### src/rtl/ps2_rx_frame.sv
// PS/2 device-to-host frame receiver: pin synchronizers, clock deglitch filter,
// 11-bit frame deserializer, one-entry valid/ready holding register and
// single-cycle protocol error pulses.
module ps2_rx_frame #(
   parameter int unsigned FILTER_LEN     = 8,
   parameter int unsigned TIMEOUT_CYCLES = 5000
) (
   input  logic       clk,
   input  logic       reset_n,
   input  logic       ps2_clk_in,
   input  logic       ps2_data_in,
   input  logic       rx_enable,
   output logic [7:0] rx_data,
   output logic       rx_valid,
   input  logic       rx_ready,
   output logic       busy,
   output logic       parity_err,
   output logic       frame_err,
   output logic       overrun,
   output logic       timeout_err
);

   localparam int unsigned FW = $clog2(FILTER_LEN + 1);
   localparam int unsigned TW = $clog2(TIMEOUT_CYCLES + 1);

   typedef enum logic [1:0] {
      IDLE,
      DATA,
      PARITY,
      STOP
   } state_t;

   logic          clk_s1_q, clk_s1_d, clk_s2_q, clk_s2_d;
   logic          dat_s1_q, dat_s1_d, dat_s2_q, dat_s2_d;
   logic          ps2_clk_f_q, ps2_clk_f_d;
   logic          clk_f_prev_q, clk_f_prev_d;
   logic [FW-1:0] filt_cnt_q, filt_cnt_d;
   state_t        state_q, state_d;
   logic [2:0]    bitcnt_q, bitcnt_d;
   logic [7:0]    shreg_q, shreg_d;
   logic          par_q, par_d;
   logic [TW-1:0] to_cnt_q, to_cnt_d;
   logic [7:0]    rx_data_q, rx_data_d;
   logic          rx_valid_q, rx_valid_d;
   logic          parity_err_q, parity_err_d;
   logic          frame_err_q, frame_err_d;
   logic          overrun_q, overrun_d;
   logic          timeout_err_q, timeout_err_d;
   logic          fall;
   logic          pop;

   // Two-flop synchronizers on both raw pins
   always_comb begin
      clk_s1_d = ps2_clk_in;
      clk_s2_d = clk_s1_q;
      dat_s1_d = ps2_data_in;
      dat_s2_d = dat_s1_q;
   end

   // Clock filter: adopt the synchronized level only after FILTER_LEN differing cycles
   always_comb begin
      ps2_clk_f_d  = ps2_clk_f_q;
      filt_cnt_d   = '0;
      clk_f_prev_d = ps2_clk_f_q;
      if (clk_s2_q != ps2_clk_f_q) begin
         if (filt_cnt_q == FW'(FILTER_LEN - 1)) begin
            ps2_clk_f_d = clk_s2_q;
         end else begin
            filt_cnt_d = filt_cnt_q + 1'b1;
         end
      end
   end

   assign fall = clk_f_prev_q & ~ps2_clk_f_q;
   assign pop  = rx_valid_q & rx_ready;

   // Frame FSM, timeout, holding register and error pulse generation
   always_comb begin
      state_d       = state_q;
      bitcnt_d      = bitcnt_q;
      shreg_d       = shreg_q;
      par_d         = par_q;
      to_cnt_d      = '0;
      rx_data_d     = rx_data_q;
      rx_valid_d    = rx_valid_q & ~pop;
      parity_err_d  = 1'b0;
      frame_err_d   = 1'b0;
      overrun_d     = 1'b0;
      timeout_err_d = 1'b0;
      if (!rx_enable) begin
         state_d  = IDLE;
         bitcnt_d = '0;
      end else if (fall) begin
         unique case (state_q)
            IDLE: begin
               if (!dat_s2_q) begin
                  state_d  = DATA;
                  bitcnt_d = '0;
               end else begin
                  frame_err_d = 1'b1;
               end
            end
            DATA: begin
               shreg_d  = {dat_s2_q, shreg_q[7:1]};
               bitcnt_d = bitcnt_q + 1'b1;
               if (bitcnt_q == 3'd7) begin
                  state_d = PARITY;
               end
            end
            PARITY: begin
               par_d   = dat_s2_q;
               state_d = STOP;
            end
            STOP: begin
               state_d = IDLE;
               if (!dat_s2_q) begin
                  frame_err_d = 1'b1;
               end else if (!(^{shreg_q, par_q})) begin
                  parity_err_d = 1'b1;
               end else if (rx_valid_q && !pop) begin
                  overrun_d = 1'b1;
               end else begin
                  rx_data_d  = shreg_q;
                  rx_valid_d = 1'b1;
               end
            end
            default: state_d = IDLE;
         endcase
      end else if (state_q != IDLE) begin
         if (to_cnt_q == TW'(TIMEOUT_CYCLES)) begin
            timeout_err_d = 1'b1;
            state_d       = IDLE;
         end else begin
            to_cnt_d = to_cnt_q + 1'b1;
         end
      end
   end

   // State registers, all asynchronously reset
   always_ff @(posedge clk or negedge reset_n) begin
      if (!reset_n) begin
         clk_s1_q      <= 1'b1;
         clk_s2_q      <= 1'b1;
         dat_s1_q      <= 1'b1;
         dat_s2_q      <= 1'b1;
         ps2_clk_f_q   <= 1'b1;
         clk_f_prev_q  <= 1'b1;
         filt_cnt_q    <= '0;
         state_q       <= IDLE;
         bitcnt_q      <= '0;
         shreg_q       <= '0;
         par_q         <= 1'b0;
         to_cnt_q      <= '0;
         rx_data_q     <= '0;
         rx_valid_q    <= 1'b0;
         parity_err_q  <= 1'b0;
         frame_err_q   <= 1'b0;
         overrun_q     <= 1'b0;
         timeout_err_q <= 1'b0;
      end else begin
         clk_s1_q      <= clk_s1_d;
         clk_s2_q      <= clk_s2_d;
         dat_s1_q      <= dat_s1_d;
         dat_s2_q      <= dat_s2_d;
         ps2_clk_f_q   <= ps2_clk_f_d;
         clk_f_prev_q  <= clk_f_prev_d;
         filt_cnt_q    <= filt_cnt_d;
         state_q       <= state_d;
         bitcnt_q      <= bitcnt_d;
         shreg_q       <= shreg_d;
         par_q         <= par_d;
         to_cnt_q      <= to_cnt_d;
         rx_data_q     <= rx_data_d;
         rx_valid_q    <= rx_valid_d;
         parity_err_q  <= parity_err_d;
         frame_err_q   <= frame_err_d;
         overrun_q     <= overrun_d;
         timeout_err_q <= timeout_err_d;
      end
   end

   assign rx_data     = rx_data_q;
   assign rx_valid    = rx_valid_q;
   assign busy        = (state_q != IDLE);
   assign parity_err  = parity_err_q;
   assign frame_err   = frame_err_q;
   assign overrun     = overrun_q;
   assign timeout_err = timeout_err_q;

endmodule
### config.mk
export PLATFORM = sky130hd
export DESIGN_NAME = ps2_rx_frame
export DESIGN_NICKNAME = d
export VERILOG_FILES = /design/src/rtl/ps2_rx_frame.sv
export SDC_FILE = /design/constraint.sdc
export NUM_CORES = 1
export LEC_CHECK = 0
export BUFFER_PORTS_ARGS = -buffer_cell sky130_fd_sc_hd__buf_2
export CAP_MARGIN = 10
export CORE_MARGIN = 2
export CORE_UTILIZATION = 53
export DETAILED_ROUTE_END_ITERATION = 6
export PLACE_DENSITY = 0.75
export SYNTH_ARGS = -nofsm -noshare
export SYNTH_HDL_FRONTEND = slang
export SYNTH_SLANG_ARGS = --single-unit
### constraint.sdc
create_clock -name clk -period 1.8 [get_ports clk]
set_input_delay 0.36 -clock clk [delete_from_list [all_inputs] [get_ports clk]]
set_output_delay 0.36 -clock clk [all_outputs]
set_load 0.05 [all_outputs]
After elaboration in Yosys (flattened, before gate mapping)
Cells that the tools add are included.
{"block": "op_classes", "eq_ne": 14, "n_reduce_logical": 11, "n_bitwise": 6, "n_addsub": 3, "n_mux": 43}
{"cell": "$mux W13", "count": 4}
{"cell": "$mux W1", "count": 25}
{"cell": "$add A13 B1 Y13 const B", "count": 1}
{"cell": "$eq A13 B13 Y1 const B", "count": 1}
{"cell": "$mux W2", "count": 6}
{"cell": "$mux W3", "count": 3}
{"cell": "$ne A3 B1 Y1 const B", "count": 3}
{"cell": "$reduce_and A3 Y1", "count": 3}
{"cell": "$reduce_xor A9 Y1", "count": 1}
{"cell": "$mux W4", "count": 2}
{"cell": "$ne A4 B4 Y1 const B", "count": 2}
{"cell": "$pmux W2 S4", "count": 1}
{"cell": "$pmux W3 S2", "count": 1}
{"cell": "$reduce_and A6 Y1", "count": 1}
{"cell": "$add A4 B1 Y4 const B", "count": 1}
{"cell": "$eq A2 B2 Y1 const B", "count": 2}
{"cell": "$eq A4 B3 Y1 const B", "count": 1}
{"cell": "$reduce_and A4 Y1", "count": 1}
{"cell": "$add A3 B1 Y3 const B", "count": 1}
{"cell": "$and A1 B1 Y1", "count": 3}
{"cell": "$eq A3 B3 Y1 const B", "count": 1}
{"cell": "$ne A3 B3 Y1 const B", "count": 1}
{"cell": "$not A1 Y1", "count": 3}
{"cell": "$eq A2 B1 Y1 const B", "count": 1}
{"cell": "8 further kinds", "count": 8}
{"block": "totals", "reg_bits": 50, "input_bits": 6, "wordCells": 95}

Logic depth before layout (Yosys ltp)
Gate-level depths: netlist (run 1).
{"block": "depth", "ltp_word": 9, "depth_mapped": 7}

Least setup slack after synthesis (run 1)
OpenSTA, ideal clock, no wires.
{"block": "synth_timing", "path_kind": "flip-flop to flip-flop", "from": "register to_cnt_q[0]", "to": "register to_cnt_q[11]", "t_arrival_ps": 1785, "path_buffers": 1, "setup_time_ps": 126, "setup_slack_ps": -111, "stages_incl_launch_ff": 8, "required_ps": 1674, "path_cell_list": "dfrtp_1 > inv_1 > ha_1 > or4b_2 > or3_4 > nand2b_4 > buf_6 > a21oi_1"}
{"block": "synth_between", "elab_chain_len": 5, "elab_cells_between_ends": 6, "classes_between": "add/sub: 1; eq/ne: 1; mux: 4"}
{"item": "from (decl)", "line": "42", "source": "logic [TW-1:0] to_cnt_q, to_cnt_d;"}
{"item": "from (signal assigned)", "line": "172", "source": "to_cnt_q <= to_cnt_d;"}
{"item": "$add A13 B1 Y13 or $eq A13 B13 Y1 (tied branches)", "line": "134, 130"}
{"item": "$mux W13 (*)", "line": "130", "source": "if (to_cnt_q == TW'(TIMEOUT_CYCLES)) begin"}
{"item": "$mux W13 (*)", "line": "129", "source": "end else if (state_q != IDLE) begin"}
{"item": "$mux W13 (*)", "line": "93", "source": "end else if (fall) begin"}
{"item": "$mux W13 (*)", "line": "90", "source": "if (!rx_enable) begin"}
{"item": "net to_cnt_d[11]", "line": "42"}
The timed path passes the listed nets; every way through them passes the cells marked *.
A chain may end at the register's enable or synchronous reset.

Worst setup path after layout (run 1)
{"block": "layout_timing", "from": "register shreg_q[0]", "to": "register rx_data_q[6], in the netlist rx_data[6]"}
{"block": "layout_between", "elab_chain_len": 2}
{"item": "from (decl)", "line": "40", "source": "logic [7:0] shreg_q, shreg_d;"}
{"item": "from (signal assigned)", "line": "170", "source": "shreg_q <= shreg_d;"}
{"item": "$reduce_xor A9 Y1", "line": "118", "source": "end else if (!(^{shreg_q, par_q})) begin"}
{"item": "$reduce_and A6 Y1 (no line)"}
{"item": "to (signal assigned)", "line": "173", "source": "rx_data_q <= rx_data_d;"}
{"item": "to (decl)", "line": "43", "source": "logic [7:0] rx_data_q, rx_data_d;"}
Every way passes these cells.

==> results of run 1 <==
==> flip-flops by register name, indices dropped and copies added (netlist names), 2 cells and up <==
register and count:
state_q 2, to_cnt_q 13, rx_data 8, bitcnt_q 3
shreg_q 8, filt_cnt_q 4
==> cells in the mapped netlist, types with 2 or more instances <==
| cell | number | area share, % |
|---|---|---|
| dfrtp_1 | 44 | 48 |
| xor2_1 | 5 | 1.9 |
| and2_1 | 3 | 0.82 |
| nand2_1 | 11 | 1.8 |
| nor3_1 | 3 | 0.66 |
| nor2b_1 | 3 | 0.82 |
| xnor2_1 | 8 | 3.1 |
| or3_1 | 4 | 1.1 |
| ha_1 | 10 | 5.5 |
| and3_1 | 2 | 0.55 |
| o21ai_0 | 10 | 2.2 |
| a22o_1 | 2 | 0.77 |
| nand2b_1 | 2 | 0.55 |
| nand3_1 | 6 | 1.3 |
| nand4_1 | 3 | 0.82 |
| mux2i_1 | 2 | 0.88 |
| inv_1 | 8 | 1.3 |
| dfstp_2 | 6 | 6.9 |
| nor2_1 | 15 | 2.5 |
| a21oi_1 | 6 | 1.3 |
| mux2_2 | 17 | 8.4 |
==> power groups by stage <==
stage               combinational (mW)  sequential [mW]  clock, mW
floorplan                        0.201             1.27          0
global placement                 0.282             1.27          0
detailed placement               0.299             1.28          0
CTS                              0.308             1.25      0.757
global route                     0.367             1.26      0.811
finish                           0.330             1.25      0.732
==> metal layers <==
| layer | share of wire, % | track usage, % | up-vias |
|---|---|---|---|
| li1 | - | - | 721 |
| met1 | 43 | 22.26 | 737 |
| met2 | 52 | 31.94 | 28 |
| met3 | 3.3 | 5.669 | 6 |
| met4 | 1.3 | 7.051 | 0 |
| met5 | 0 | 0 | - |
==> final cells by class <==
type | count | area (sq um)
multi-input cells | 127 | 1100
flip-flops and latches | 50 | 1259
fillers | 305 | 1297
repair buffers | 33 | 227.7
inverters | 8 | 30.03
well taps | 50 | 62.56
clock buffers | 8 | 110.1
==> per-stage QoR <==
step                hold slack [ns]  worst slack, ns  instance area, sq um
floorplan                   0.06441         0.005399                  2287
global placement             0.3207         -0.01226                  2525
detailed placement           0.3367         -0.07020                  2525
CTS                        0.008148         -0.04746                  2690
global route                0.01691         -0.08483                  2789
finish                    0.0009300         -0.02904                  2789
==> what timing repair did <==
item	in CTS	in global routing
resized for setup	2	28
gates cloned	1	0
pin swaps	2	9
endpoints found under the setup margin	15	27
setup buffers	3	0
==> kinds of logic after synthesis <==
family                   after synthesis  share of synthesized area [%]
buffers and inverters                 10                          1.972
flip-flops                            50                          55.12
multiplexers                          20                          10.25
AND/OR/NAND/NOR                       62                          15.51
AO/OA/AOI/OAI                         19                          4.658
adder cells (fa/ha/maj)               10                          5.479
XOR/XNOR                              15                          7.014
==> worst paths after layout <==
kind | slack (ns) | endpoint | cells past startpoint
hold / removal | 0.0009 | parity_err | 1
hold reg to reg | 0.36 | clk_s2_q | 0
min in group clk | 0.16 | clk_s1_q | 1
max in group asynchronous | 1.29 | to_cnt_q[12] | 2
setup reg to reg | -0.03 | rx_data[6] | 5
setup / recovery | -0.03 | rx_data[6] | 5
==> impl_metrics.env, run 1 <==
export IMPL_swShare_pct=25.38
export IMPL_hold_buffers=0
export IMPL_cts_sinks=50
export IMPL_status="complete, but fails checks"
export IMPL_slew_headroom_pct=69.51
export IMPL_crit_fanout=8
export IMPL_ios=20
export IMPL_clk_pin_slew_ns=0.09
export IMPL_start_util_pct=55.88
export IMPL_fmax_ghz=0.5467
export IMPL_cp_cell_sequence="xnor3_1 -> nor4b_4 -> mux2i_4 -> buf_12 -> mux2_4"
export IMPL_intPower_mw=1.727
export IMPL_syn_area_per_cell_sq_um=12.28
export IMPL_crit_start="shreg_q[0]"
export IMPL_worst_pin_slew_ns=0.4573
export IMPL_hp_class="input pin to asynchronous set/reset pin"
export IMPL_mostFrequentLayoutCells="44 x dfrtp_1, 18 x buf_2, 12 x buf_4"
export IMPL_dp_hpwl_mm=2.890
export IMPL_cts_tree="built"
export IMPL_clkLatencyLatePin_ns=0.30
export IMPL_final_common_cell="dfrtp_1"
export IMPL_seq_area_frac_synth_pct=55.12
export IMPL_gp_congestion=0.8821
export IMPL_period_share_pct=101.6
export IMPL_wl_mm=4.097
export IMPL_rsz0062_at_grt="true"
export IMPL_io_buffers=19
export IMPL_clock_path_buffers=2
export IMPL_synth_main_ff_cell="dfrtp_1"
export IMPL_instances_no_fill=276
export IMPL_p_total_mw=2.315
export IMPL_clockPowerShare_pct=31.6
export IMPL_drc=0
export IMPL_die_height_um=69.64
export IMPL_cts_root_buffer="clkbuf_8"
export IMPL_ant_nets=0
export IMPL_drt_initial_drc_count=64
export IMPL_area_delta_synth_final_pct=22.14
export IMPL_grt_max_degree=32
export IMPL_overflow=0
export IMPL_dieArea_sq_um=4850
export IMPL_p_comb_share_pct=14.2
export IMPL_grt_usage_pct=18.70
export IMPL_dr_pass1_iters=6
export IMPL_min_period_ns=1.829
export IMPL_setup_viol=15
export IMPL_power_switching_mw=0.5875
export IMPL_viasPerCell=5.406
export IMPL_die_w_um=69.64
export IMPL_ys_warn_count=0
export IMPL_rows=23
export IMPL_syn_nets=202
export IMPL_path_class="flop to flop"
export IMPL_netlist_instances=186
export IMPL_start_kind="flop"
export IMPL_finalNetCount=241
export IMPL_vias=1492
export IMPL_ir_drop_mv=0.5653
export IMPL_cap_viol_max_count=0
export IMPL_antenna_cells=0
export IMPL_tns_ns=-0.2915
export IMPL_arrival_ns=2.01
export IMPL_critPathSlowestCell="xnor3_1"
export IMPL_fin_skew_ns=0.006641
export IMPL_yosysUniqueCellTypes=37
export IMPL_dp_cells=264
export IMPL_power_frac_seq_pct=54.1
export IMPL_failed_checks="setup timing"
export IMPL_post_drt_wl_per_cell_um=14.84
export IMPL_fin_ws_ns=-0.02904
export IMPL_grt_pass1_vias=1593
export IMPL_syn_cell_area_sq_um=2283
export IMPL_drive_above_1_share_pct=38.50
export IMPL_ys_ff_latch=50
export IMPL_async_flop_share_pct=100.0
export IMPL_leakagePower_nw=1.358
export IMPL_numCtsBuffers=5
export IMPL_hold_viol=0
export IMPL_cp_required_ns=1.98
export IMPL_antenna_found_initial=0
export IMPL_worstReg2RegStart="shreg_q[0]"
export IMPL_end_kind="flop"
export IMPL_path_delay_family="XOR/XNOR gates"
export IMPL_cp_num_buf_inv=1
export IMPL_grt_pass1_wl_mm=7.127
export IMPL_synth_edff_count=0
export IMPL_placeableCoreArea_sq_um=4086
export IMPL_slew_violations=0
export IMPL_max_stage_delay_ns=0.46
export IMPL_powerDensity_nw_per_um2=829.9
export IMPL_htree_levels=2
export IMPL_final_util_pct=68.25
No activity file was read; power rests on OpenSTA's default activity.
==> inputs of run 2 (changes only) <==
- CELL_PAD_IN_SITES_DETAIL_PLACEMENT: not set -> 2
- CELL_PAD_IN_SITES_GLOBAL_PLACEMENT: not set -> 2
- CORE_ASPECT_RATIO: not set -> 1.5
- CORE_UTILIZATION: 53 -> 36
- PLACE_DENSITY: 0.75 -> not set
- PLACE_DENSITY_LB_ADDON: not set -> 0.1
==> impl_metrics.env, run 2 (synthesized netlist as in run 1, its figures left out) <==
export IMPL_slew_headroom_pct=74.43
export IMPL_area_delta_synth_final_pct=26.79
export IMPL_setup_viol=19
export IMPL_fin_skew_ns=0.008164
export IMPL_max_stage_delay_ns=0.48
export IMPL_slew_violations=0
export IMPL_leakagePower_nw=1.410
export IMPL_arrival_ns=2.01
export IMPL_critPathSlowestCell="or4b_4"
export IMPL_crit_fanout=7
export IMPL_cts_tree="built"
export IMPL_fin_area_sq_um=2895
export IMPL_grt_usage_pct=17.69
export IMPL_mostFrequentLayoutCells="44 x dfrtp_1, 23 x buf_4, 18 x buf_2"
export IMPL_dp_cells=298
export IMPL_cp_cell_sequence="inv_1 -> ha_2 -> or4b_4 -> or3_4 -> nand2b_4 -> a21oi_2"
export IMPL_vias=1575
export IMPL_clock_path_buffers=2
export IMPL_grt_pass1_wl_mm=9.563
export IMPL_hp_class="input pin to flop"
export IMPL_cts_sinks=50
export IMPL_worst_pin_slew_ns=0.3836
export IMPL_io_buffers=19
export IMPL_wl_mm=5.470
export IMPL_cp_num_buf_inv=1
export IMPL_cap_viol_max_count=0
export IMPL_power_frac_seq_pct=54.9
export IMPL_p_total_mw=2.292
export IMPL_ir_drop_mv=0.4992
export IMPL_dieArea_sq_um=7009
export IMPL_die_height_um=101.5
export IMPL_hold_viol=0
export IMPL_fin_ws_ns=-0.02623
export IMPL_antenna_found_initial=0
export IMPL_failed_checks="setup timing"
export IMPL_ios=20
export IMPL_path_delay_family="simple AND/OR/NAND/NOR gates"
export IMPL_rows=35
export IMPL_p_comb_share_pct=15.9
export IMPL_end_kind="flop"
export IMPL_start_util_pct=37.24
export IMPL_period_share_pct=101.5
export IMPL_instances_no_fill=311
export IMPL_grt_max_degree=36
export IMPL_swShare_pct=27.23
export IMPL_start_kind="flop"
export IMPL_viasPerCell=5.064
export IMPL_cts_root_buffer="clkbuf_8"
export IMPL_largest_reg_flops=13
export IMPL_placeableCoreArea_sq_um=6131
export IMPL_intPower_mw=1.668
export IMPL_gp_congestion=0.7009
export IMPL_numCtsBuffers=5
export IMPL_power_switching_mw=0.6241
export IMPL_min_period_ns=1.826
export IMPL_die_w_um=69.03
export IMPL_clk_pin_slew_ns=0.09
export IMPL_drc=0
export IMPL_placed_cell_area_sq_um=2643
export IMPL_antenna_cells=0
export IMPL_clockPowerShare_pct=29.3
export IMPL_overflow=0
export IMPL_grt_pass1_vias=1821
export IMPL_path_class="flop to flop"
export IMPL_post_drt_wl_per_cell_um=17.59
export IMPL_cp_required_ns=1.99
export IMPL_finalNetCount=252
export IMPL_htree_levels=2
export IMPL_drive_above_1_share_pct=41.77
export IMPL_dr_pass1_iters=4
export IMPL_regMostFlops="to_cnt_q"
export IMPL_drt_initial_drc_count=20
export IMPL_rsz0062_at_grt="true"
export IMPL_final_common_cell="dfrtp_1"
export IMPL_fmax_ghz=0.5476
export IMPL_powerDensity_nw_per_um2=791.7
export IMPL_status="complete, but fails checks"
export IMPL_ant_nets=0
export IMPL_clkLatencyLatePin_ns=0.30
export IMPL_dp_hpwl_mm=4.031
==> run 2: worst paths after layout <==
kind                            slack, ns  cells past startpoint           end         from
min in group asynchronous            0.51                      2      rx_valid      reset_n
max in group asynchronous            0.78                      3   to_cnt_q[2]      reset_n
worst max register to register      -0.03                      6  to_cnt_q[10]  to_cnt_q[0]
worst min register to register       0.36                      0      dat_s2_q     dat_s1_q
worst max-delay path                -0.03                      6  to_cnt_q[10]  to_cnt_q[0]
worst min-delay path                 0.15                      1      clk_s1_q   ps2_clk_in
==> run 2: cell type report <==
cell class / instances / area [sq um]
Fill cell: 640 / 3236
Sequential cell: 50 / 1259
Multi-Input combinational cell: 127 / 1110
Timing Repair Buffer: 44 / 312.8
Tap cell: 74 / 92.59
Clock buffer: 7 / 86.33
Inverter: 8 / 30.03
Clock inverter: 1 / 5.005
==> run 2: power by group through the flow <==
stage                     combinational [mW]  sequential [mW]  clock, mW
final                                  0.364             1.26      0.671
after global routing                   0.411             1.27      0.751
after CTS                              0.361             1.26      0.695
after detailed placement               0.326             1.28          0
after global placement                 0.306             1.27          0
after floorplan                        0.201             1.27          0
==> run 2: what timing repair did <==
action | in CTS | in global routing
buffers inserted | 3 | 1
resized for setup | 22 | 10
cloned | 1 | 0
endpoints found under the setup margin | 25 | 27
pin swaps | 4 | 1
hold buffers | 1 | 0
hold endpoints to repair | 9 | 0
==> run 2: routing by layer <==
| metal | vias to the layer above | GRT usage, % | part of all wire [%] |
|---|---|---|---|
| met5 | - | 0 | 0 |
| met4 | 0 | 6.184 | 1.5 |
| met3 | 7 | 2.388 | 1.6 |
| met2 | 16 | 35.50 | 61 |
| met1 | 812 | 18.62 | 36 |
| li1 | 740 | - | - |
==> run 2: metrics by stage <==
stage          setup TNS, ns  hold WS [ns]  setup WS [ns]  utilization (%)
6_report             -0.3604        0.1547       -0.02623            47.22
3_3_place_gp               0        0.2925      0.0002356            43.10
2_1_floorplan              0       0.06441       0.005399                -
5_1_grt               -2.016        0.1349        -0.1063            47.22
3_5_place_dp         -0.6812        0.3024       -0.06117            43.10
4_1_cts              -0.5703        0.1430       -0.04871            46.55
